## config.mk

```make
export PLATFORM = sky130hd
export DESIGN_NAME = mux_sel_arbiter
export DESIGN_NICKNAME = d
export VERILOG_FILES = /design/src/rtl/mux_arb_pkg.sv /design/src/rtl/rr_picker.sv /design/src/rtl/mux_sel_arbiter.sv
export SDC_FILE = /design/constraint.sdc
export NUM_CORES = 1
export LEC_CHECK = 0
export CAP_MARGIN = 25
export CORE_MARGIN = 3
export CORE_UTILIZATION = 40
export CTS_CLUSTER_SIZE = 16
export DETAILED_ROUTE_END_ITERATION = 10
export GPL_TIMING_DRIVEN = 1
export PLACE_DENSITY = 0.71
export SYNTH_ARGS = -nofsm -noshare
export SYNTH_HDL_FRONTEND = slang
export SYNTH_SLANG_ARGS = --single-unit
```

## constraint.sdc

```tcl
create_clock -name clk -period 2 [get_ports clk]
set_clock_uncertainty 0.15 [all_clocks]
set_input_delay 0.3 -clock clk [delete_from_list [all_inputs] [get_ports clk]]
set_output_delay 0.3 -clock clk [all_outputs]
set_load 0.005 [all_outputs]
```

## src/rtl/mux_arb_pkg.sv

```systemverilog
// Shared types and the round-robin pick function for power-aware shared-cell arbiters.
package mux_arb_pkg;

   localparam int N_REQ = 4;

   typedef enum logic [1:0] {
      IDLE    = 2'd0,
      GRANT   = 2'd1,
      PWR_OFF = 2'd2
   } arb_state_t;

   typedef struct packed {
      logic       valid;
      logic [1:0] idx;
   } pick_t;

   // Rotate so that (ptr+1) lands on bit 0, take the lowest set bit, then undo the rotation.
   function automatic pick_t rr_pick(input logic [N_REQ-1:0] req, input logic [1:0] ptr);
      logic [2*N_REQ-1:0] dbl;
      logic [N_REQ-1:0]   rot;
      pick_t              p;
      dbl = {req, req} >> ({1'b0, ptr} + 3'd1);
      rot = dbl[N_REQ-1:0];
      p   = '0;
      for (int k = N_REQ - 1; k >= 0; k--) begin
         if (rot[k]) begin
            p.valid = 1'b1;
            p.idx   = ptr + 2'(k) + 2'd1;
         end
      end
      return p;
   endfunction

endpackage

```

## src/rtl/rr_picker.sv

```systemverilog
// Combinational round-robin picker: first set request after ptr, wrapping 3 -> 0.
module rr_picker
   import mux_arb_pkg::*;
(
   input  logic [N_REQ-1:0] req_i,
   input  logic [1:0]       ptr_i,
   output logic             valid_o,
   output logic [1:0]       idx_o
);

   pick_t pick;

   always_comb begin
      pick    = rr_pick(req_i, ptr_i);
      valid_o = pick.valid;
      idx_o   = pick.idx;
   end

endmodule

```

## src/rtl/mux_sel_arbiter.sv

```systemverilog
// Round-robin arbiter for the shared 4:1 mux cell with bounded hold time and supply tracking.
module mux_sel_arbiter
   import mux_arb_pkg::*;
#(
   parameter int MAX_HOLD = 8,
   parameter int CNT_W    = 8
) (
   input  logic             clk,
   input  logic             rst,
   input  logic             pwr_on,
   input  logic [N_REQ-1:0] req,
   output logic [N_REQ-1:0] grant,
   output logic [1:0]       sel,
   output logic             out_valid,
   output logic             busy,
   output arb_state_t       dbg_state_o,
   output logic [1:0]       dbg_rr_ptr_o,
   output logic [CNT_W-1:0] dbg_hold_cnt_o
);

   arb_state_t       state_q;
   logic [N_REQ-1:0] grant_q;
   logic [1:0]       sel_q;
   logic [1:0]       rr_ptr_q;
   logic [CNT_W-1:0] hold_cnt_q;
   logic             out_valid_q;
   logic             busy_q;

   logic             pick_valid;
   logic [1:0]       pick_idx;
   logic             owner_req;
   logic             others_req;
   logic             hold_expired;
   logic             release_grant;

   // rr_ptr always equals the current owner, so a re-arbitration puts the owner last.
   rr_picker u_picker (
      .req_i   (req),
      .ptr_i   (rr_ptr_q),
      .valid_o (pick_valid),
      .idx_o   (pick_idx)
   );

   assign owner_req     = |(req & grant_q);
   assign others_req    = |(req & ~grant_q);
   assign hold_expired  = (hold_cnt_q == CNT_W'(MAX_HOLD - 1)) && others_req;
   assign release_grant = !owner_req || hold_expired;

   always_ff @(posedge clk or posedge rst) begin
      if (rst) begin
         state_q     <= IDLE;
         grant_q     <= '0;
         sel_q       <= 2'd0;
         rr_ptr_q    <= 2'd3;
         hold_cnt_q  <= '0;
         out_valid_q <= 1'b0;
         busy_q      <= 1'b0;
      end else if (!pwr_on) begin
         // Supply loss overrides everything; sel and rr_ptr are deliberately kept.
         state_q     <= PWR_OFF;
         grant_q     <= '0;
         hold_cnt_q  <= '0;
         out_valid_q <= 1'b0;
         busy_q      <= 1'b0;
      end else begin
         case (state_q)
            IDLE: begin
               out_valid_q <= 1'b0;
               if (pick_valid) begin
                  state_q    <= GRANT;
                  grant_q    <= N_REQ'(1) << pick_idx;
                  sel_q      <= pick_idx;
                  rr_ptr_q   <= pick_idx;
                  hold_cnt_q <= '0;
                  busy_q     <= 1'b1;
               end
            end
            GRANT: begin
               out_valid_q <= owner_req;
               if (release_grant) begin
                  hold_cnt_q <= '0;
                  if (pick_valid) begin
                     grant_q  <= N_REQ'(1) << pick_idx;
                     sel_q    <= pick_idx;
                     rr_ptr_q <= pick_idx;
                  end else begin
                     state_q <= IDLE;
                     grant_q <= '0;
                     busy_q  <= 1'b0;
                  end
               end else if (others_req && (hold_cnt_q < CNT_W'(MAX_HOLD))) begin
                  hold_cnt_q <= hold_cnt_q + 1'b1;
               end
            end
            PWR_OFF: begin
               state_q <= IDLE;
            end
            default: begin
               state_q <= IDLE;
               grant_q <= '0;
               busy_q  <= 1'b0;
            end
         endcase
      end
   end

   assign grant          = grant_q;
   assign sel            = sel_q;
   assign out_valid      = out_valid_q;
   assign busy           = busy_q;
   assign dbg_state_o    = state_q;
   assign dbg_rr_ptr_o   = rr_ptr_q;
   assign dbg_hold_cnt_o = hold_cnt_q;

endmodule

```

==> reports/qor.txt <==
Max IR drop VDD = 0.0004993 V
Maximum number of pins on one net before global-route repair = 21
Worst max-slew margin expressed relative to the limit = 0.7202
Number of detailed-route iterations in the first pass = 3
Global-route track usage on met3 = 0.02570
Pins Over Slew Limit = 0
Num ports = 27
Met1 layer usage reported by global route = 0.2080
Reg power frac = 0.493
Post-synth top flop = sky130_fd_sc_hd__dfrtp_1
Final count of negative-setup-slack endpoints = 0
Final Routed Wirelength = 2.278 mm
Number of nets in the layout = 146
Post-synthesis compound-gate area fraction = 0.2465
Setup CP Type = in2reg
Fraction of the yosys area taken by sequential cells = 0.5160
Post-synthesis cell type count = 35
Count of hold buffers inserted by post-cts repair = 0
Aggregate global routing overflow = 0
Total via count after detailed routing = 881
Share of synthesized area spent on multiplexers = 0.01027
Residual DRC = 0
Post-Synth Simple-Gate Area = 0.1746
Final total power = 975.1 uW
Number of buffers inserted during clock tree synthesis = 3
Dpl cell area = 1383 um2
Final critical-path required period = 1.969 ns
Clock slew at reported path FFs = 0.11 ns
Commonest non-fill, non-tap cell in the layout = sky130_fd_sc_hd__clkdlybuf4s50_1
Cells after Synth = 92
Most frequent cell on the critical path = sky130_fd_sc_hd__buf_4
Kind of capture point of the worst setup path = flip-flop
Cell-internal power = 707.5 uW
Count of flip-flops with a built-in enable after synthesis = 0
Syn_nets = 100
Setup WS pre-CTS = -0.2743 ns
Final Cycle Share = 0.9845
Clock Root Buffer = sky130_fd_sc_hd__clkbuf_4
Cells traversed along the worst timing path = clkdlybuf4s50_1, inv_1, buf_4, a22o_2, a211oi_1, buf_4, nand3_1, o21a_1
Vias/cell = 5.339
First-pass GRT wire length = 3.946 mm
Layer with the highest usage after global routing = met2
Detailed router's first-iteration violation count = 14
Result of the run = complete, no violations
Final routed wire length divided by cell count = 13.81 um
Standard-cell row count = 17
Placer Congestion = 0.8277
LEAKAGE = 0.6459 nW
Maximum fanout encountered on the critical timing path = 4
TritonCTS clock tree = yes
Number of buffers inserted by post-CTS setup repair = 0
Deepest clock path buffer count = 2
Maxcap violations = 0
Transition time at the pin with the least slew margin = 0.4197 ns
Power spent charging and discharging nets = 267.5 uW
Post-synthesis share of cell area spent on xor and xnor gates = 0.008986
WP data arrival = 2.02 ns
Clock insertion delay at the later pin of the skew report = 0.30 ns
Count of instances resized after the clock tree is built = 0
Met2 Track Usage GR = 0.2534
Worst hold-check path type = in2async
Dominant combinational cell family by area after synthesis = compound AO/OA/AOI/OAI gates
Die H = 55.37 um
Width of the die = 55.37 um
Netlist area before placement = 974.7 um2
Initial Util = 0.4323
Asr flop ratio synth = 1.000
Final hold violation count = 0
Power density of the placed cells = 679.4 nW/um2
Area growth, synth to finish = 47.24%
Biggest cell delay along the critical path = 0.55 ns
Count of nets left with antenna violations after detail routing = 0
Antenna violations before repair = 0
Synth Area per Inst = 10.59 um2
Ys Warns = 0
Diode count = 0
Final core area utilization = 0.6365
Overall die area = 3065 um2
Total global-route track usage = 0.1581
Core Area = 2255 um2
Top achievable clock speed = 507.9 MHz
Switching fraction of total power = 0.2744
Count of buffers from port buffering = 26
Detailed placement HPWL = 1.691 mm
Vias in the first global route = 883
Most frequent cells in the layout = sky130_fd_sc_hd__clkdlybuf4s50_1, sky130_fd_sc_hd__dfrtp_1, sky130_fd_sc_hd__buf_4, sky130_fd_sc_hd__inv_1, sky130_fd_sc_hd__nor2_1
PnR worst setup slack = 0.03107 ns
Clock tree sinks = 20
Critical path launch point type = primary input
H-tree lvl count = 1
Cell with the largest stage delay on the worst path = sky130_fd_sc_hd__clkdlybuf4s50_1
Critical Path RT = 2.05 ns
Post-route design area = 1435 um2
Layout cells sized above 1 = 0.2263
Flop and latch count out of synthesis = 20
Clock power share = 0.244
Synth Area in Adders = 0.01284
Part of the total power dissipated in combinational logic = 0.263
## critical path: cells and delay by family
family	cells	cell delay, ns
buffers and inverters	4	0.96
and+or+nand+nor	1	0.13
AOI/OAI and AO/OA	3	0.64
## path summary, 6_finish.rpt
kind / startpoint / end / slack [ns] / cells after the start
min in group clk: sel[0] / sel[0] / 0.36 / 1
hold / removal: rst / dbg_hold_cnt_o[0] / 0.16 / 3
max in group asynchronous: rst / dbg_rr_ptr_o[1] / 1.28 / 3
setup / recovery: req[0] / sel[0] / 0.03 / 8
hold reg to reg: sel[0] / sel[0] / 0.36 / 1
setup reg to reg: dbg_rr_ptr_o[0] / sel[0] / 0.15 / 6
## power groups by stage
stage | registers (mW) | clock network [mW] | logic, mW
floorplan | 0.487 | 0 | 0.106
global placement | 0.486 | 0 | 0.248
detailed placement | 0.488 | 0 | 0.252
CTS | 0.480 | 0.240 | 0.254
global route | 0.488 | 0.260 | 0.281
finish | 0.480 | 0.238 | 0.257
## final cells by class
cell class	instances	area (um2)
fillers	191	819.5
flip-flops and latches	20	503.0
clock buffers	4	36.28
repair buffers	41	372.9
inverters	8	30.03
multi-input cells	64	457.9
well taps	28	35.03
## cells in the mapped netlist, drive strengths merged, types with 2 or more instances
| cell | count | area [um2] |
|---|---|---|
| o21ai | 3 | 15.01 |
| o2111a | 2 | 23.77 |
| o21a | 2 | 15.01 |
| o2bb2ai | 2 | 17.52 |
| inv | 8 | 30.03 |
| dfrtp | 18 | 450.4 |
| and2 | 6 | 40.04 |
| nand2 | 5 | 18.77 |
| dfstp | 2 | 52.55 |
| a22o | 2 | 18.77 |
| nor2 | 6 | 22.52 |
| nand3 | 2 | 10.01 |
| a211oi | 2 | 15.01 |
| a22oi | 2 | 15.01 |
| nor2b | 2 | 12.51 |
| nor3 | 4 | 20.02 |
| nand2b | 4 | 25.02 |
| a21oi | 7 | 38.79 |
## registers in the layout, indices dropped and copies added (netlist names)
signal / count
busy: 1
dbg_hold_cnt_o: 8
dbg_rr_ptr_o: 2
dbg_state_o: 2
grant: 4
out_valid: 1
sel: 2
## stage by stage
stage	setup TNS, ns	instances	hold WS (ns)
detailed placement	-3.983	161	0.3438
global route	-0.05245	165	0.1873
global placement	-2.952	161	0.3236
CTS	0	165	0.1644
floorplan	0	92	0.1123
finish	0	165	0.1566
## kinds of logic after synthesis
family / after synthesis
and+or+nand+nor: 32
AOI/OAI and AO/OA: 29
DFF: 20
buffers and inverters: 8
xor gates and xnor gates: 1
muxes: 1
adders and majority gates: 1
## metal layers
layer,vias up,wire (um),part of all wire
li1,427,-,-
met1,430,1077,0.47
met2,20,1085,0.48
met3,4,74,0.032
met4,0,40,0.018
met5,-,0,0
(Power assumes the default switching activity.)
